$ cat src/rtl/ysyx_210238_mem_arb_pkg.sv
// Shared definitions for the IF/LS memory-port arbiter: state encoding,
// memory size codes and the default starvation bound.
package ysyx_210238_mem_arb_pkg;

  typedef enum logic [1:0] {
    IDLE    = 2'd0,
    BUSY_IF = 2'd1,
    BUSY_LS = 2'd2
  } arb_state_e;

  localparam logic [2:0] SIZE_B = 3'b000;
  localparam logic [2:0] SIZE_H = 3'b001;
  localparam logic [2:0] SIZE_W = 3'b010;
  localparam logic [2:0] SIZE_D = 3'b011;

  localparam int STARVE_MAX_DEFAULT = 4;

  // Width of a counter that must hold 0..max inclusive (at least one bit).
  function automatic int cnt_width(input int max_val);
    return (max_val < 1) ? 1 : $clog2(max_val + 1);
  endfunction

endpackage

$ cat src/rtl/ysyx_210238_arb_sel.sv
// Two-way priority picker. LS normally wins a tie; after STARVE_MAX
// consecutive LS grants taken while IF was waiting, IF wins the next tie.
module ysyx_210238_arb_sel
  import ysyx_210238_mem_arb_pkg::*;
#(
  parameter int STARVE_MAX = STARVE_MAX_DEFAULT
) (
  input  logic       clk,
  input  logic       rst_n,
  input  logic       if_valid,
  input  logic       ls_valid,
  input  logic       grant_en,
  output logic [1:0] grant      // one-hot {ls, if}
);

  localparam int CW = cnt_width(STARVE_MAX);
  localparam logic [CW-1:0] CNT_MAX = CW'(STARVE_MAX);

  logic [CW-1:0] cnt_q, cnt_d;
  logic          if_forced;

  // Pick the winner and compute the saturating starvation count.
  always_comb begin
    if_forced = (cnt_q == CNT_MAX);
    grant     = 2'b00;
    cnt_d     = cnt_q;
    if (grant_en) begin
      if (ls_valid && !(if_valid && if_forced)) begin
        grant = 2'b10;
      end else if (if_valid) begin
        grant = 2'b01;
      end
    end
    if (grant[1] && if_valid && !if_forced) begin
      cnt_d = cnt_q + 1'b1;
    end else if (grant[0]) begin
      cnt_d = '0;
    end
  end

  // Starvation counter register.
  always_ff @(posedge clk or negedge rst_n) begin
    if (!rst_n) begin
      cnt_q <= '0;
    end else begin
      cnt_q <= cnt_d;
    end
  end

endmodule

$ cat src/rtl/ysyx_210238_mem_arb.sv
// Shares the single memory port between instruction fetch (read-only) and
// load/store. The winning request is latched into registered o_mem_* fields
// and held until the memory's one-cycle ready pulse, which is routed back to
// the owner together with the unregistered read data.
module ysyx_210238_mem_arb
  import ysyx_210238_mem_arb_pkg::*;
#(
  parameter int AW         = 64,
  parameter int DW         = 64,
  parameter int STARVE_MAX = STARVE_MAX_DEFAULT
) (
  input  logic            clk,
  input  logic            rst_n,
  input  logic            i_if_valid,
  input  logic [AW-1:0]   i_if_addr,
  input  logic [2:0]      i_if_size,
  output logic            o_if_ready,
  output logic [31:0]     o_if_rdata,
  input  logic            i_ls_valid,
  input  logic            i_ls_wen,
  input  logic [AW-1:0]   i_ls_addr,
  input  logic [2:0]      i_ls_size,
  input  logic [DW-1:0]   i_ls_wdata,
  input  logic [DW/8-1:0] i_ls_wmask,
  output logic            o_ls_ready,
  output logic [DW-1:0]   o_ls_rdata,
  output logic            o_mem_valid,
  output logic            o_mem_wen,
  output logic [AW-1:0]   o_mem_addr,
  output logic [2:0]      o_mem_size,
  output logic [DW-1:0]   o_mem_wdata,
  output logic [DW/8-1:0] o_mem_wmask,
  input  logic            i_mem_ready,
  input  logic [DW-1:0]   i_mem_rdata,
  output logic [1:0]      o_grant
);

  arb_state_e state_q, state_d;

  logic            valid_q, valid_d;
  logic            wen_q, wen_d;
  logic [AW-1:0]   addr_q, addr_d;
  logic [2:0]      size_q, size_d;
  logic [DW-1:0]   wdata_q, wdata_d;
  logic [DW/8-1:0] wmask_q, wmask_d;
  logic [1:0]      grant;

  ysyx_210238_arb_sel #(
    .STARVE_MAX(STARVE_MAX)
  ) u_sel (
    .clk      (clk),
    .rst_n    (rst_n),
    .if_valid (i_if_valid),
    .ls_valid (i_ls_valid),
    .grant_en (state_q == IDLE),
    .grant    (grant)
  );

  // Next-state logic: latch the winner in IDLE, hold fields until ready.
  always_comb begin
    state_d = state_q;
    valid_d = valid_q;
    wen_d   = wen_q;
    addr_d  = addr_q;
    size_d  = size_q;
    wdata_d = wdata_q;
    wmask_d = wmask_q;
    unique case (state_q)
      IDLE: begin
        if (grant[1]) begin
          state_d = BUSY_LS;
          valid_d = 1'b1;
          wen_d   = i_ls_wen;
          addr_d  = i_ls_addr;
          size_d  = i_ls_size;
          wdata_d = i_ls_wdata;
          wmask_d = i_ls_wmask;
        end else if (grant[0]) begin
          state_d = BUSY_IF;
          valid_d = 1'b1;
          wen_d   = 1'b0;
          addr_d  = i_if_addr;
          size_d  = i_if_size;
          wdata_d = '0;
          wmask_d = '0;
        end
      end
      BUSY_IF, BUSY_LS: begin
        if (i_mem_ready) begin
          state_d = IDLE;
          valid_d = 1'b0;
        end
      end
      default: begin
        state_d = IDLE;
        valid_d = 1'b0;
      end
    endcase
  end

  // State and memory-request registers; reset drops the request at once.
  always_ff @(posedge clk or negedge rst_n) begin
    if (!rst_n) begin
      state_q <= IDLE;
      valid_q <= 1'b0;
      wen_q   <= 1'b0;
      addr_q  <= '0;
      size_q  <= '0;
      wdata_q <= '0;
      wmask_q <= '0;
    end else begin
      state_q <= state_d;
      valid_q <= valid_d;
      wen_q   <= wen_d;
      addr_q  <= addr_d;
      size_q  <= size_d;
      wdata_q <= wdata_d;
      wmask_q <= wmask_d;
    end
  end

  assign o_mem_valid = valid_q;
  assign o_mem_wen   = wen_q;
  assign o_mem_addr  = addr_q;
  assign o_mem_size  = size_q;
  assign o_mem_wdata = wdata_q;
  assign o_mem_wmask = wmask_q;

  // Ready is steered to the owner combinationally; states are exclusive,
  // so the two readys can never coincide. A ready seen in IDLE goes nowhere.
  assign o_if_ready = i_mem_ready & (state_q == BUSY_IF);
  assign o_ls_ready = i_mem_ready & (state_q == BUSY_LS);
  assign o_if_rdata = i_mem_rdata[31:0];
  assign o_ls_rdata = i_mem_rdata;
  assign o_grant    = {state_q == BUSY_LS, state_q == BUSY_IF};

endmodule

$ cat config.mk
export PLATFORM = sky130hd
export DESIGN_NAME = ysyx_210238_mem_arb
export DESIGN_NICKNAME = d
export VERILOG_FILES = /design/src/rtl/ysyx_210238_mem_arb_pkg.sv /design/src/rtl/ysyx_210238_arb_sel.sv /design/src/rtl/ysyx_210238_mem_arb.sv
export SDC_FILE = /design/constraint.sdc
export NUM_CORES = 1
export LEC_CHECK = 0
export ABC_AREA = 0
export BUFFER_PORTS_ARGS = -buffer_cell sky130_fd_sc_hd__buf_2
export CAP_MARGIN = 40
export CORE_AREA = 3 3 198 200
export DETAILED_ROUTE_END_ITERATION = 6
export DIE_AREA = 0 0 201 203
export HOLD_SLACK_MARGIN = 0.02
export SLEW_MARGIN = 15
export SYNTH_ARGS = -nofsm -noshare
export SYNTH_HDL_FRONTEND = slang
export SYNTH_SLANG_ARGS = --single-unit
$ cat constraint.sdc
create_clock -name clk -period 1.88 [get_ports clk]
set_input_delay 0.282 -clock clk [delete_from_list [all_inputs] [get_ports clk]]
set_output_delay 0.282 -clock clk [all_outputs]
set_load 0.1 [all_outputs]
==> results.txt <==
----------------------------------------------------
[Global routing]
  First-pass GRT wire length ... 36.7 mm
  Number of antenna violations at the first check in global routing ... 2
  GRT Resource Usage Total ... 11.9%
  Overflow after GRT ... 0
  Largest net degree at the start of global routing ... 74
  Vias in the first global route ... 6,229

[Synth]
  Combined area of all synthesized cells ... 0.00712 sq mm
  Post-synth cell types ... 28
  Cell types occupying the most area after synthesis ... dfrtp_1, o211ai_1, buf_4
  Fraction of post-synthesis cell area in the top cell type by area ... 51.3%
  Post-synthesis sequential element count ... 146
  Top cell type by total area after synthesis ... dfrtp_1
  Register area share after synthesis ... 51.3%
  Syn Area/Cell ... 10.5 sq um
  Post-synthesis instance total ... 675
  Total nets after synthesis ... 956
  Ys Warns ... 0

[Final layout]
  Most common library cell in the layout ignoring fill and taps ... buf_2
  Non-filler cells in the finished layout ... 1,463
  Post-route standard cell area excluding fillers ... 0.00977 sq mm
  Sequential cell area in the final layout ... 0.00365 sq mm
  Most frequent cells in the layout ... buf_2, dfrtp_1, o211ai_1
  Share of post-route cells with drive strength above 1 ... 46.0%
  Multi-input combinational cell area ... 0.00228 sq mm
  Utilization after layout ... 26.0%
  Net total in the final layout ... 1,219
  FILL cells ... 4,020
  Synthesis-to-layout area growth ... 37.2%

[Floorplanning]
  Site row count ... 71
  Core area ... 0.0376 sq mm
  X dimension of the die ... 201 um
  Effective utilization at floorplan ... 18.9%
  Vertical die dimension ... 203 um
  Total Die Area ... 0.0408 sq mm
  Ports placed on the boundary ... 517

[Worst setup path]
  Nature of the critical path startpoint ... flip-flop
  Peak fanout along the critical path ... 3
  Cells on worst reg2reg path ... 6
  Kind of end point of the critical path ... output port
  Arrival time worst endpoint ... 1550 ps
  Type of the worst setup path ... reg2out
  CP Data Required Time ... 1600 ps

[Clock network]
  Buffers inserted during post-CTS setup optimization ... 0
  Post-CTS clock slew at the launch and capture registers of the worst setup and hold paths ... 70 ps
  Maximum buffer depth of the clock tree ... 2
  Source-to-sink clock delay at the later pin of the worst-skew pair ... 440 ps
  Htree depth ... 4
  TritonCTS clock tree ... yes
  Root Buffer ... clkbuf_16
  TritonCTS Sinks ... 146
  Number of buffers created by CTS ... 17

[STA]
  Worst clock skew ... 8.10 ps
  Share of the clock period used by the worst path after layout ... 97.3%
  Number of setup violations in the final report ... 0
  Worst relative slew slack ... 63.5%
  Number of pins exceeding their max-slew limit in the final report ... 0
  Timing-limited maximum frequency ... 547 MHz
  Post-Route Setup TNS ... 0 ps
  Hold Violations, Final ... 0
  Setup repair after global routing missed its margin ... yes
  Minimum clock period after layout ... 1830 ps
  Tightest Pin Transition ... 551 ps

[Route]
  Detailed Route Iter0 Violations ... 292
  Number of vias after detailed routing ... 6,085
  Routed WL ... 24.8 mm
  Routed WL per cell ... 17.0 um
  Detailed-routing iteration count for the pre-antenna-repair pass ... 5
  Post-route DRC violation count ... 0
  Via count normalized by instance count ... 4.16
  Antenna violation net count after detailed routing ... 0

[Placement]
  Total half-perimeter wirelength after legalization and detailed placement ... 18.2 mm
  Cell Area, Placed ... 0.00893 sq mm
  Routability congestion estimate from global placement ... 0.775
  PortBufs ... 356
  Placed cell count ... 1,412

[Run]
  # Max-Cap Violations ... 0

[Outcome]
  Run status ... finished, final reports clean

[Min path]
  Classification of the worst-slack hold path ... in2reg
  Cell depth of the worst min-delay path ... 2

----------------------------------------------------
timing repair:
action | 4_1_cts | 5_1_grt
pin swaps | 0 | 1
hold buffers | 18 | 0
endpoints found under the setup margin | 2 | 26
resized for setup | 2 | 3
gates cloned | 0 | 0
endpoints found under the hold margin | 55 | 0
through the flow:
step | hold WS, ps | worst slack [ps]
2_1_floorplan | -13.6 | 55.2
3_3_place_gp | 255 | 103
3_5_place_dp | 263 | 45.9
4_1_cts | 20.4 | 3.91
5_1_grt | 23.3 | -44.0
6_report | 74.5 | 51.2
kinds of logic (layout without fill, tap and decap cells):
logic type | count (synthesis) | count (layout) | synth area share [%]
AOI/OAI and AO/OA | 219 | 219 | 25.7
adders and majority gates | 5 | 5 | 0.879
buffers and inverters | 222 | 498 | 17.5
DFF | 146 | 146 | 51.3
other | 0 | 1 | 0
and+or+nand+nor | 83 | 83 | 4.67
path summary, 6_finish.rpt:
path / slack (ps) / endpoint / start
worst max-delay path: 50 / o_if_ready / state_q[1]
worst min-delay path: 70 / o_mem_wdata[40] / i_ls_wdata[40]
worst max register to register: 100 / o_mem_addr[1] / state_q[0]
worst min register to register: 490 / o_mem_valid / o_mem_valid
max in group asynchronous: 920 / o_mem_size[2] / rst_n
min in group asynchronous: 350 / o_mem_addr[13] / rst_n
registers in the layout, indices dropped and copies added, names as in the netlist:
signal and count:
o_mem_addr 64, o_mem_wdata 64, o_mem_wmask 8, o_mem_valid 1, o_mem_size 3, u_sel.cnt_q 3, state_q 2, o_mem_wen 1
worst max-delay path: stages (launching register included):
cell,delay (ps)
dfrtp_1,410
inv_1,120
ha_2,220
and2_2,180
buf_12,170
routing by layer:
layer | part of all wire, % | wire [um] | GRT usage, %
met4 | 2.8 | 684 | 5.07
met3 | 8.1 | 2000 | 4.36
met2 | 51 | 12600 | 20.2
met1 | 38 | 9550 | 13.4
met5 | 0 | 0 | 0
synth_stat cells, drive strengths merged:
master / number
nor2b: 1
and3: 1
a22o: 74
clkbuf: 27
and2: 2
nand2: 72
nor2: 3
o22ai: 2
o21ai: 3
nand3: 1
a21boi: 1
a21oi: 2
nand2b: 2
dfrtp: 146
o32ai: 1
ha: 5
inv: 72
o22a: 1
or2: 1
o21a: 1
buf: 123
o211ai: 134
area by class of cell:
class,count,area share [%]
repair buffers,394,23.5
diodes,1,0.0256
flip-flops and latches,146,37.4
clock inverters,13,2.02
well taps,511,6.54
multi-input cells,307,23.3
clock buffers,19,4.43
inverters,72,2.77
Power is not shown: default switching activity piles up to over one toggle a cycle in this logic, so the estimate is an artifact.
